## src/rtl/spi_pkg.sv

```systemverilog
// Shared types and constants for the SPI slave front end and its RAM stage.
package spi_pkg;
  localparam int FRAME_W = 10;
  localparam int DATA_W  = 8;
  localparam int CNT_W   = 4;

  // bit counter values: last frame bit being sampled, and frame complete
  localparam logic [CNT_W-1:0] CNT_LAST = CNT_W'(FRAME_W - 1);
  localparam logic [CNT_W-1:0] CNT_DONE = CNT_W'(FRAME_W);

  typedef enum logic [2:0] {
    IDLE, CHK_CMD, WRITE, READ_ADD, READ_DATA
  } state_e;

  typedef enum logic [1:0] {
    CMD_WR_ADDR = 2'b00,
    CMD_WR_DATA = 2'b01,
    CMD_RD_ADDR = 2'b10,
    CMD_RD_DATA = 2'b11
  } cmd_e;

  typedef enum logic [1:0] {
    TX_WAIT, TX_SHIFT, TX_HOLD
  } tx_st_e;
endpackage

```

## src/rtl/spi_tx_serializer.sv

```systemverilog
// Parallel-in, serial-out MISO shifter: MSB on the line the cycle after load.
module spi_tx_serializer
  import spi_pkg::*;
(
  input  logic              clk,
  input  logic              rst_n,
  input  logic              clr,
  input  logic              load,
  input  logic [DATA_W-1:0] data,
  output logic              sout,
  output logic              done
);
  logic [DATA_W-1:0] sh_q, sh_d;
  logic [CNT_W-1:0]  cnt_q, cnt_d;
  logic              sout_q, sout_d;

  // cnt_q counts bits still owed including the one on the line now
  always_comb begin
    sh_d   = sh_q;
    cnt_d  = cnt_q;
    sout_d = 1'b0;
    if (clr) begin
      sh_d  = '0;
      cnt_d = '0;
    end else if (load) begin
      sh_d   = {data[DATA_W-2:0], 1'b0};
      cnt_d  = CNT_W'(DATA_W);
      sout_d = data[DATA_W-1];
    end else if (cnt_q > 4'd1) begin
      sout_d = sh_q[DATA_W-1];
      sh_d   = sh_q << 1;
      cnt_d  = cnt_q - 4'd1;
    end else begin
      sh_d  = '0;
      cnt_d = '0;
    end
  end

  always_ff @(posedge clk or negedge rst_n) begin
    if (!rst_n) begin
      sh_q   <= '0;
      cnt_q  <= '0;
      sout_q <= 1'b0;
    end else begin
      sh_q   <= sh_d;
      cnt_q  <= cnt_d;
      sout_q <= sout_d;
    end
  end

  assign sout = sout_q;
  assign done = (cnt_q == 4'd1);
endmodule

```

## src/rtl/spi_slave.sv

```systemverilog
// SPI slave: receives 10-bit command frames, strobes them to the RAM stage,
// and shifts read data back on MISO for read-data frames.
module spi_slave
  import spi_pkg::*;
(
  input  logic               clk,
  input  logic               rst_n,
  input  logic               SS_n,
  input  logic               MOSI,
  output logic               MISO,
  output logic [FRAME_W-1:0] rx_data,
  output logic               rx_valid,
  input  logic [DATA_W-1:0]  tx_data,
  input  logic               tx_valid
);
  state_e               state_q, state_d;
  tx_st_e               tx_st_q, tx_st_d;
  logic [CNT_W-1:0]     cnt_q, cnt_d;
  logic [FRAME_W-2:0]   shreg_q, shreg_d;
  logic [FRAME_W-1:0]   rx_data_q, rx_data_d;
  logic                 rx_valid_q, rx_valid_d;
  logic                 rd_addr_flag_q, rd_addr_flag_d;
  logic                 ser_load, ser_done, ser_miso;

  always_comb begin
    state_d        = state_q;
    tx_st_d        = tx_st_q;
    cnt_d          = cnt_q;
    shreg_d        = shreg_q;
    rx_data_d      = rx_data_q;
    rx_valid_d     = 1'b0;
    rd_addr_flag_d = rd_addr_flag_q;
    ser_load       = 1'b0;
    if (state_q == IDLE) begin
      cnt_d   = '0;
      tx_st_d = TX_WAIT;
      if (!SS_n) state_d = CHK_CMD;
    end else if (SS_n) begin
      state_d = IDLE;
    end else begin
      // once the frame is complete MOSI is ignored until SS_n rises
      if (cnt_q < CNT_DONE) begin
        shreg_d = {shreg_q[FRAME_W-3:0], MOSI};
        cnt_d   = cnt_q + 4'd1;
      end
      case (state_q)
        CHK_CMD: state_d = !MOSI ? WRITE : (rd_addr_flag_q ? READ_DATA : READ_ADD);
        default: begin
          if (cnt_q == CNT_LAST) begin
            rx_data_d  = {shreg_q, MOSI};
            rx_valid_d = 1'b1;
            if (state_q == READ_ADD)       rd_addr_flag_d = 1'b1;
            else if (state_q == READ_DATA) rd_addr_flag_d = 1'b0;
          end
        end
      endcase
      // one capture per frame; a tx_valid held high must not reload
      if (state_q == READ_DATA && cnt_q == CNT_DONE) begin
        case (tx_st_q)
          TX_WAIT: if (tx_valid) begin
            ser_load = 1'b1;
            tx_st_d  = TX_SHIFT;
          end
          TX_SHIFT: if (ser_done) tx_st_d = TX_HOLD;
          default: ;
        endcase
      end
    end
  end

  always_ff @(posedge clk or negedge rst_n) begin
    if (!rst_n) begin
      state_q        <= IDLE;
      tx_st_q        <= TX_WAIT;
      cnt_q          <= '0;
      shreg_q        <= '0;
      rx_data_q      <= '0;
      rx_valid_q     <= 1'b0;
      rd_addr_flag_q <= 1'b0;
    end else begin
      state_q        <= state_d;
      tx_st_q        <= tx_st_d;
      cnt_q          <= cnt_d;
      shreg_q        <= shreg_d;
      rx_data_q      <= rx_data_d;
      rx_valid_q     <= rx_valid_d;
      rd_addr_flag_q <= rd_addr_flag_d;
    end
  end

  spi_tx_serializer u_tx (
    .clk   (clk),
    .rst_n (rst_n),
    .clr   (SS_n),
    .load  (ser_load),
    .data  (tx_data),
    .sout  (ser_miso),
    .done  (ser_done)
  );

  assign MISO     = ser_miso;
  assign rx_data  = rx_data_q;
  assign rx_valid = rx_valid_q;
endmodule

```

## config.mk

```make
export PLATFORM = sky130hd
export DESIGN_NAME = spi_slave
export DESIGN_NICKNAME = d
export VERILOG_FILES = /design/src/rtl/spi_pkg.sv /design/src/rtl/spi_tx_serializer.sv /design/src/rtl/spi_slave.sv
export SDC_FILE = /design/constraint.sdc
export NUM_CORES = 1
export LEC_CHECK = 0
export BUFFER_PORTS_ARGS = -buffer_cell sky130_fd_sc_hd__buf_2
export CAP_MARGIN = 20
export CORE_MARGIN = 2
export CORE_UTILIZATION = 36
export DETAILED_ROUTE_END_ITERATION = 10
export RECOVER_POWER = 100
export SLEW_MARGIN = 40
export SYNTH_ARGS = -nofsm -noshare
export SYNTH_HDL_FRONTEND = slang
export SYNTH_SLANG_ARGS = --single-unit
```

## constraint.sdc

```tcl
create_clock -name clk -period 2.12 [get_ports clk]
set_clock_uncertainty 0.2 [all_clocks]
set_input_delay 0.212 -clock clk [delete_from_list [all_inputs] [get_ports clk]]
set_output_delay 0.212 -clock clk [all_outputs]
set_load 0.01 [all_outputs]
```

==> impl_metrics.env, run 1 <==
export IMPL_synth_fp_nets=173
export IMPL_hold_slack_ns=0.0232
export IMPL_drive_above_1_share_pct=24.5
export IMPL_cts_root_buf="clkbuf_8"
export IMPL_syn_area_sq_mm=0.00193
export IMPL_syn_instance_count=155
export IMPL_synth_cell_types=41
export IMPL_htreeDepth=2
export IMPL_met2_usage_pct=23.6
export IMPL_status="finished clean"
export IMPL_cts_inserted_buffers=5
export IMPL_dieWidth_um=77.3
export IMPL_period_share_pct=89.6
export IMPL_required_ns=2.09
export IMPL_gp_congestion=0.713
export IMPL_dp_hpwl_mm=2.51
export IMPL_clock_path_buffers=2
export IMPL_synth_edff_count=0
export IMPL_clk_pin_slew_ns=0.09
export IMPL_fin_crit_ns=1.90
export IMPL_avgSynthCellArea_sq_um=12.5
export IMPL_finalSetupViolations=0
export IMPL_instances_no_fill=262
export IMPL_detail_route_wl_per_cell_um=14.0
export IMPL_routed_wl_mm=3.67
export IMPL_grt_max_degree=43
export IMPL_r2r_start="cnt_q[0]"
export IMPL_power_w=0.00209
export IMPL_drv_cap=0
export IMPL_drc=0
export IMPL_p_leak_nw=1.06
export IMPL_ys_ff_latch=42
export IMPL_diodes=0
export IMPL_ant_nets=0
export IMPL_hold_class="in2reg"
export IMPL_fillers=523
export IMPL_async_flop_share_pct=100
export IMPL_worstSetupPathType="reg2reg"
export IMPL_powerDensity_mw_per_mm2=917
export IMPL_finalCoreUtilization_pct=44.3
export IMPL_die_height_um=77.3
export IMPL_layout_commonest_cell="dfrtp_1"
export IMPL_multi_input_area_sq_um=810
export IMPL_crit_start="cnt_q[0]"
export IMPL_placed_cells=245
export IMPL_drv_slew=0
export IMPL_drtIter0Drc=91
export IMPL_cpMaxStageDelayCell="dfrtp_1"
export IMPL_synth_seq_area_share_pct=54.3
export IMPL_dieArea_sq_mm=0.00598
export IMPL_gr_total_overflow=0
export IMPL_relSlewSlack_pct=30.4
export IMPL_core_sq_mm=0.00514
export IMPL_portBuffers=24
export IMPL_slowest_delay_ns=0.44
export IMPL_yosys_warnings=0
export IMPL_rsz0062_at_grt="false"
export IMPL_finalNetCount=209
export IMPL_antenna_found_initial=0
export IMPL_rr_worst_depth=5
export IMPL_max_freq_mhz=526
export IMPL_rr_endpoint="u_tx.cnt_q[0]"
export IMPL_cp_max_fo=11
export IMPL_critPathBufInv=1
export IMPL_regArea_sq_mm=0.00105
export IMPL_tns_ns=0
export IMPL_end_kind="register"
export IMPL_final_cell_mix="dfrtp_1, mux2_2, clkbuf_1, buf_2"
export IMPL_top_usage_layer="met2"
export IMPL_crit_family="simple AND/OR/NAND/NOR gates"
export IMPL_clock_latency_ns=0.30
export IMPL_worst_setup_path_start_kind="register"
export IMPL_ys_flop_type="dfrtp_1"
export IMPL_worst_path_stages=5
export IMPL_grt_pass1_wl_mm=6.35
export IMPL_cp_cell_sequence="inv_1 -> ha_1 -> and4bb_1 -> nand4_2 -> nor3b_1"
export IMPL_grtUsageMet3_pct=3.65
export IMPL_grt_usage_pct=13.4
export IMPL_vdd_drop_max_v=0.000494
export IMPL_via_per_inst=5.02
export IMPL_cts_tree="yes"
export IMPL_route_vias_total=1316
export IMPL_start_util_pct=37.6
export IMPL_cts_sinks=42
export IMPL_r2r_setup_slack_ns=0.22
export IMPL_ioPinCount=25
export IMPL_gr_usage_met1_pct=16.3
export IMPL_dr_pass1_iters=4
export IMPL_hold_viol_final=0
export IMPL_grt_pass1_vias=1349
export IMPL_syn_to_final_growth_pct=17.7
export IMPL_crit_path_end="u_tx.cnt_q[0]"
export IMPL_min_path_cells=3
export IMPL_rows=26
export IMPL_cp_arrival_ns=1.87
export IMPL_worstMarginPinSlew_ns=1.04
[cell usage after synthesis, types with 3 or more instances]
| master | number | area, sq um |
|---|---|---|
| nor2_1 | 6 | 22.5 |
| ha_1 | 5 | 62.6 |
| nor3b_1 | 5 | 37.5 |
| mux2_2 | 19 | 214 |
| o21ai_0 | 5 | 25.0 |
| o211ai_1 | 7 | 52.6 |
| a21oi_1 | 5 | 25.0 |
| mux2i_1 | 8 | 80.1 |
| a31oi_1 | 3 | 18.8 |
| nand2_1 | 9 | 33.8 |
| inv_1 | 6 | 22.5 |
| dfrtp_1 | 42 | 1050 |
[final cells by class]
type                       instances  share of cell area, %
sequential                        42                   46.2
inverter                           7                   1.15
tap                               70                   3.85
clock inverter                     1                  0.385
clock buffer                       7                   3.79
timing repair buffer              35                   9.07
multi-input combinational        100                   35.6
[where the power goes]
part	internal, W	switching, W
combinational	0.000234	0.000250
clock	0.000269	0.000276
sequential	0.000935	0.000123
[tightest hold or removal path, cell delays in order]
cell and delay (ns):
buf_2 0.13, nand2b_1 0.07, a31oi_1 0.07
[cell families after synthesis]
logic type,count (synthesis),synth area share (%)
fa+ha+maj,5,3.23
simple gates,41,14.2
flops,42,54.3
buf+inv,13,3.62
compound gates,26,8.93
mux,27,15.2
xor+xnor,1,0.453
[registers in the layout, indices dropped and copies added, names as in the netlist]
register and flops:
rx_data 10, tx_st_q 2, u_tx.sh_q 7, cnt_q 4, shreg_q 9, u_tx.cnt_q 4, u_tx.sout 1, state_q 3
rx_valid 1, rd_addr_flag_q 1
[layer usage]
metal	vias up	wire (um)	part of all wire [%]
met4	0	27	0.74
met3	4	144	3.9
met2	29	1840	50
met1	651	1660	45
li1	632	-	-
met5	-	0	0
[worst min path at each step]
stage	endpoint	start
final	state_q[0]	MOSI
after global routing	shreg_q[0]	MOSI
after global placement	tx_st_q[1]	rst_n
after floorplan	cnt_q[0]	rst_n
after CTS	shreg_q[0]	MOSI
after detailed placement	u_tx.cnt_q[2]	rst_n
[what timing repair did]
item / 4_1_cts / 5_1_grt
setup buffers: 0 / 0
endpoints found under the setup margin: 0 / 3
hold buffers: 9 / 0
hold endpoints to repair: 50 / 0
resized for setup: 0 / 1
[stage by stage]
step	setup slack, ns	area, sq um
after floorplan	0.412	1930
after detailed placement	0.164	2110
after global placement	0.307	2110
final	0.220	2280
after CTS	0.130	2300
after global routing	0.124	2280
No activity file was read; power rests on OpenSTA's default activity.
==> inputs of run 2 (changes only) <==
--- a/config.mk
+++ b/config.mk
@@ -7,9 +7,12 @@
 export LEC_CHECK = 0
 export BUFFER_PORTS_ARGS = -buffer_cell sky130_fd_sc_hd__buf_2
 export CAP_MARGIN = 20
+export CELL_PAD_IN_SITES_DETAIL_PLACEMENT = 1
+export CELL_PAD_IN_SITES_GLOBAL_PLACEMENT = 2
 export CORE_MARGIN = 2
 export CORE_UTILIZATION = 36
 export DETAILED_ROUTE_END_ITERATION = 10
+export PLACE_DENSITY_LB_ADDON = 0.1
 export RECOVER_POWER = 100
 export SLEW_MARGIN = 40
 export SYNTH_ARGS = -nofsm -noshare
==> run 2 against run 1 <==
Hold slack improved by 0.0024 ns. First-iteration DRC count decreased by 52%. Power increased by 4.2%. Die area unchanged. Clock power increased by 15%. Maximum frequency decreased by 0.63%. Count of clock-buffer cells in the layout decreased by 1. Global-route usage increased by 1.8 points. Non-clock buffer count increased by 1. Sequential power about the same. Utilization increased by 0.58 points. Combinational power increased by 2%. Largest cell class unchanged.
==> impl_metrics.env, run 2 (synthesized netlist as in run 1, its figures left out) <==
export IMPL_status="finished clean"
export IMPL_drive_above_1_share_pct=25.4
export IMPL_relSlewSlack_pct=29.2
export IMPL_finalSetupViolations=0
export IMPL_vdd_drop_max_v=0.000463
export IMPL_hold_class="in2reg"
export IMPL_grt_pass1_wl_mm=7.13
export IMPL_powerDensity_mw_per_mm2=943
export IMPL_cp_cell_sequence="inv_1 -> ha_1 -> and4bb_1 -> nand4_2 -> nor3b_1"
export IMPL_worstSetupPathType="reg2reg"
export IMPL_cts_setup_buffers=0
export IMPL_drtIter0Drc=44
export IMPL_start_util_pct=37.6
export IMPL_crit_family="simple AND/OR/NAND/NOR gates"
export IMPL_die_height_um=77.3
export IMPL_max_freq_mhz=523
export IMPL_grt_max_degree=43
export IMPL_finalNetCount=210
export IMPL_finalCoreUtilization_pct=44.9
export IMPL_grt_usage_pct=15.2
export IMPL_drc=0
export IMPL_cp_max_fo=11
export IMPL_portBuffers=24
export IMPL_diodes=0
export IMPL_period_share_pct=90.2
export IMPL_cpMaxStageDelayCell="dfrtp_1"
export IMPL_layout_commonest_cell="dfrtp_1"
export IMPL_rsz0062_at_grt="false"
export IMPL_hold_viol_final=0
export IMPL_dieArea_sq_mm=0.00598
export IMPL_p_leak_nw=1.08
export IMPL_rr_worst_depth=5
export IMPL_drv_cap=0
export IMPL_htreeDepth=2
export IMPL_cts_root_buf="clkbuf_8"
export IMPL_required_ns=2.09
export IMPL_cts_sinks=42
export IMPL_worstMarginPinSlew_ns=1.06
export IMPL_drv_slew=0
export IMPL_via_per_inst=5.09
export IMPL_cts_inserted_buffers=5
export IMPL_placed_cell_area_sq_mm=0.00212
export IMPL_r2r_setup_slack_ns=0.21
export IMPL_clk_pin_slew_ns=0.08
export IMPL_power_w=0.00217
export IMPL_min_path_cells=2
export IMPL_syn_to_final_growth_pct=19.2
export IMPL_dieWidth_um=77.3
export IMPL_ioPinCount=25
export IMPL_clock_latency_ns=0.29
export IMPL_dp_hpwl_mm=2.75
export IMPL_routed_wl_mm=4.05
export IMPL_final_area_sq_mm=0.00231
export IMPL_final_cell_mix="dfrtp_1, mux2_2, clkbuf_1, buf_2"
export IMPL_slowest_delay_ns=0.44
export IMPL_core_sq_mm=0.00514
export IMPL_cp_arrival_ns=1.88
export IMPL_tns_ns=0
export IMPL_rows=26
export IMPL_antenna_found_initial=0
export IMPL_grt_pass1_vias=1455
export IMPL_largest_reg_flops=10
export IMPL_fin_crit_ns=1.91
export IMPL_dr_pass1_iters=4
export IMPL_route_vias_total=1339
export IMPL_cts_tree="yes"
export IMPL_clock_path_buffers=2
export IMPL_gr_total_overflow=0
export IMPL_worst_setup_path_start_kind="register"
export IMPL_end_kind="register"
export IMPL_ant_nets=0
export IMPL_critPathBufInv=1
export IMPL_gp_congestion=0.726
export IMPL_worst_path_stages=5
export IMPL_detail_route_wl_per_cell_um=15.4
run 2: timing repair:
| item | CTS | global route |
|---|---|---|
| hold buffers | 9 | 0 |
| gates resized for setup | 0 | 1 |
| setup endpoints to repair | 0 | 3 |
| endpoints found under the hold margin | 50 | 0 |
run 2: metal layers:
| layer | routed length, um | global-route usage [%] | vias to the layer above |
|---|---|---|---|
| met2 | 1970 | 24.4 | 25 |
| met1 | 1900 | 20.1 | 677 |
| met4 | 48 | 4.82 | 0 |
| met3 | 135 | 3.88 | 5 |
| li1 | - | - | 632 |
| met5 | 0 | 0 | - |
run 2: path summary, 6_finish.rpt:
kind                          startpoint             to
setup / recovery                cnt_q[0]  u_tx.cnt_q[2]
hold / removal                      MOSI     rx_data[0]
setup reg to reg                cnt_q[0]  u_tx.cnt_q[2]
hold reg to reg            u_tx.cnt_q[0]  u_tx.cnt_q[0]
max in group asynchronous          rst_n       cnt_q[0]
min in group asynchronous          rst_n  u_tx.cnt_q[0]
run 2: where the power goes:
| part | switching, W | internal [W] |
|---|---|---|
| sequential | 0.000120 | 0.000935 |
| clock | 0.000273 | 0.000351 |
| combinational | 0.000255 | 0.000240 |
run 2: area by class of cell:
class / instances / area [sq um]
multi-input combinational: 100 / 816
timing repair buffer: 36 / 215
clock inverter: 2 / 37.5
fill: 577 / 2830
clock buffer: 6 / 72.6
tap: 70 / 87.6
inverter: 7 / 26.3
sequential: 42 / 1050
run 2: through the flow:
step | setup WS, ns | cells | hold slack (ns)
2_1_floorplan | 0.412 | 155 | -0.284
3_3_place_gp | 0.262 | 246 | 0.109
3_5_place_dp | 0.218 | 246 | 0.119
4_1_cts | 0.180 | 263 | 0.00694
5_1_grt | 0.0754 | 263 | 0.0306
6_report | 0.208 | 263 | 0.0256
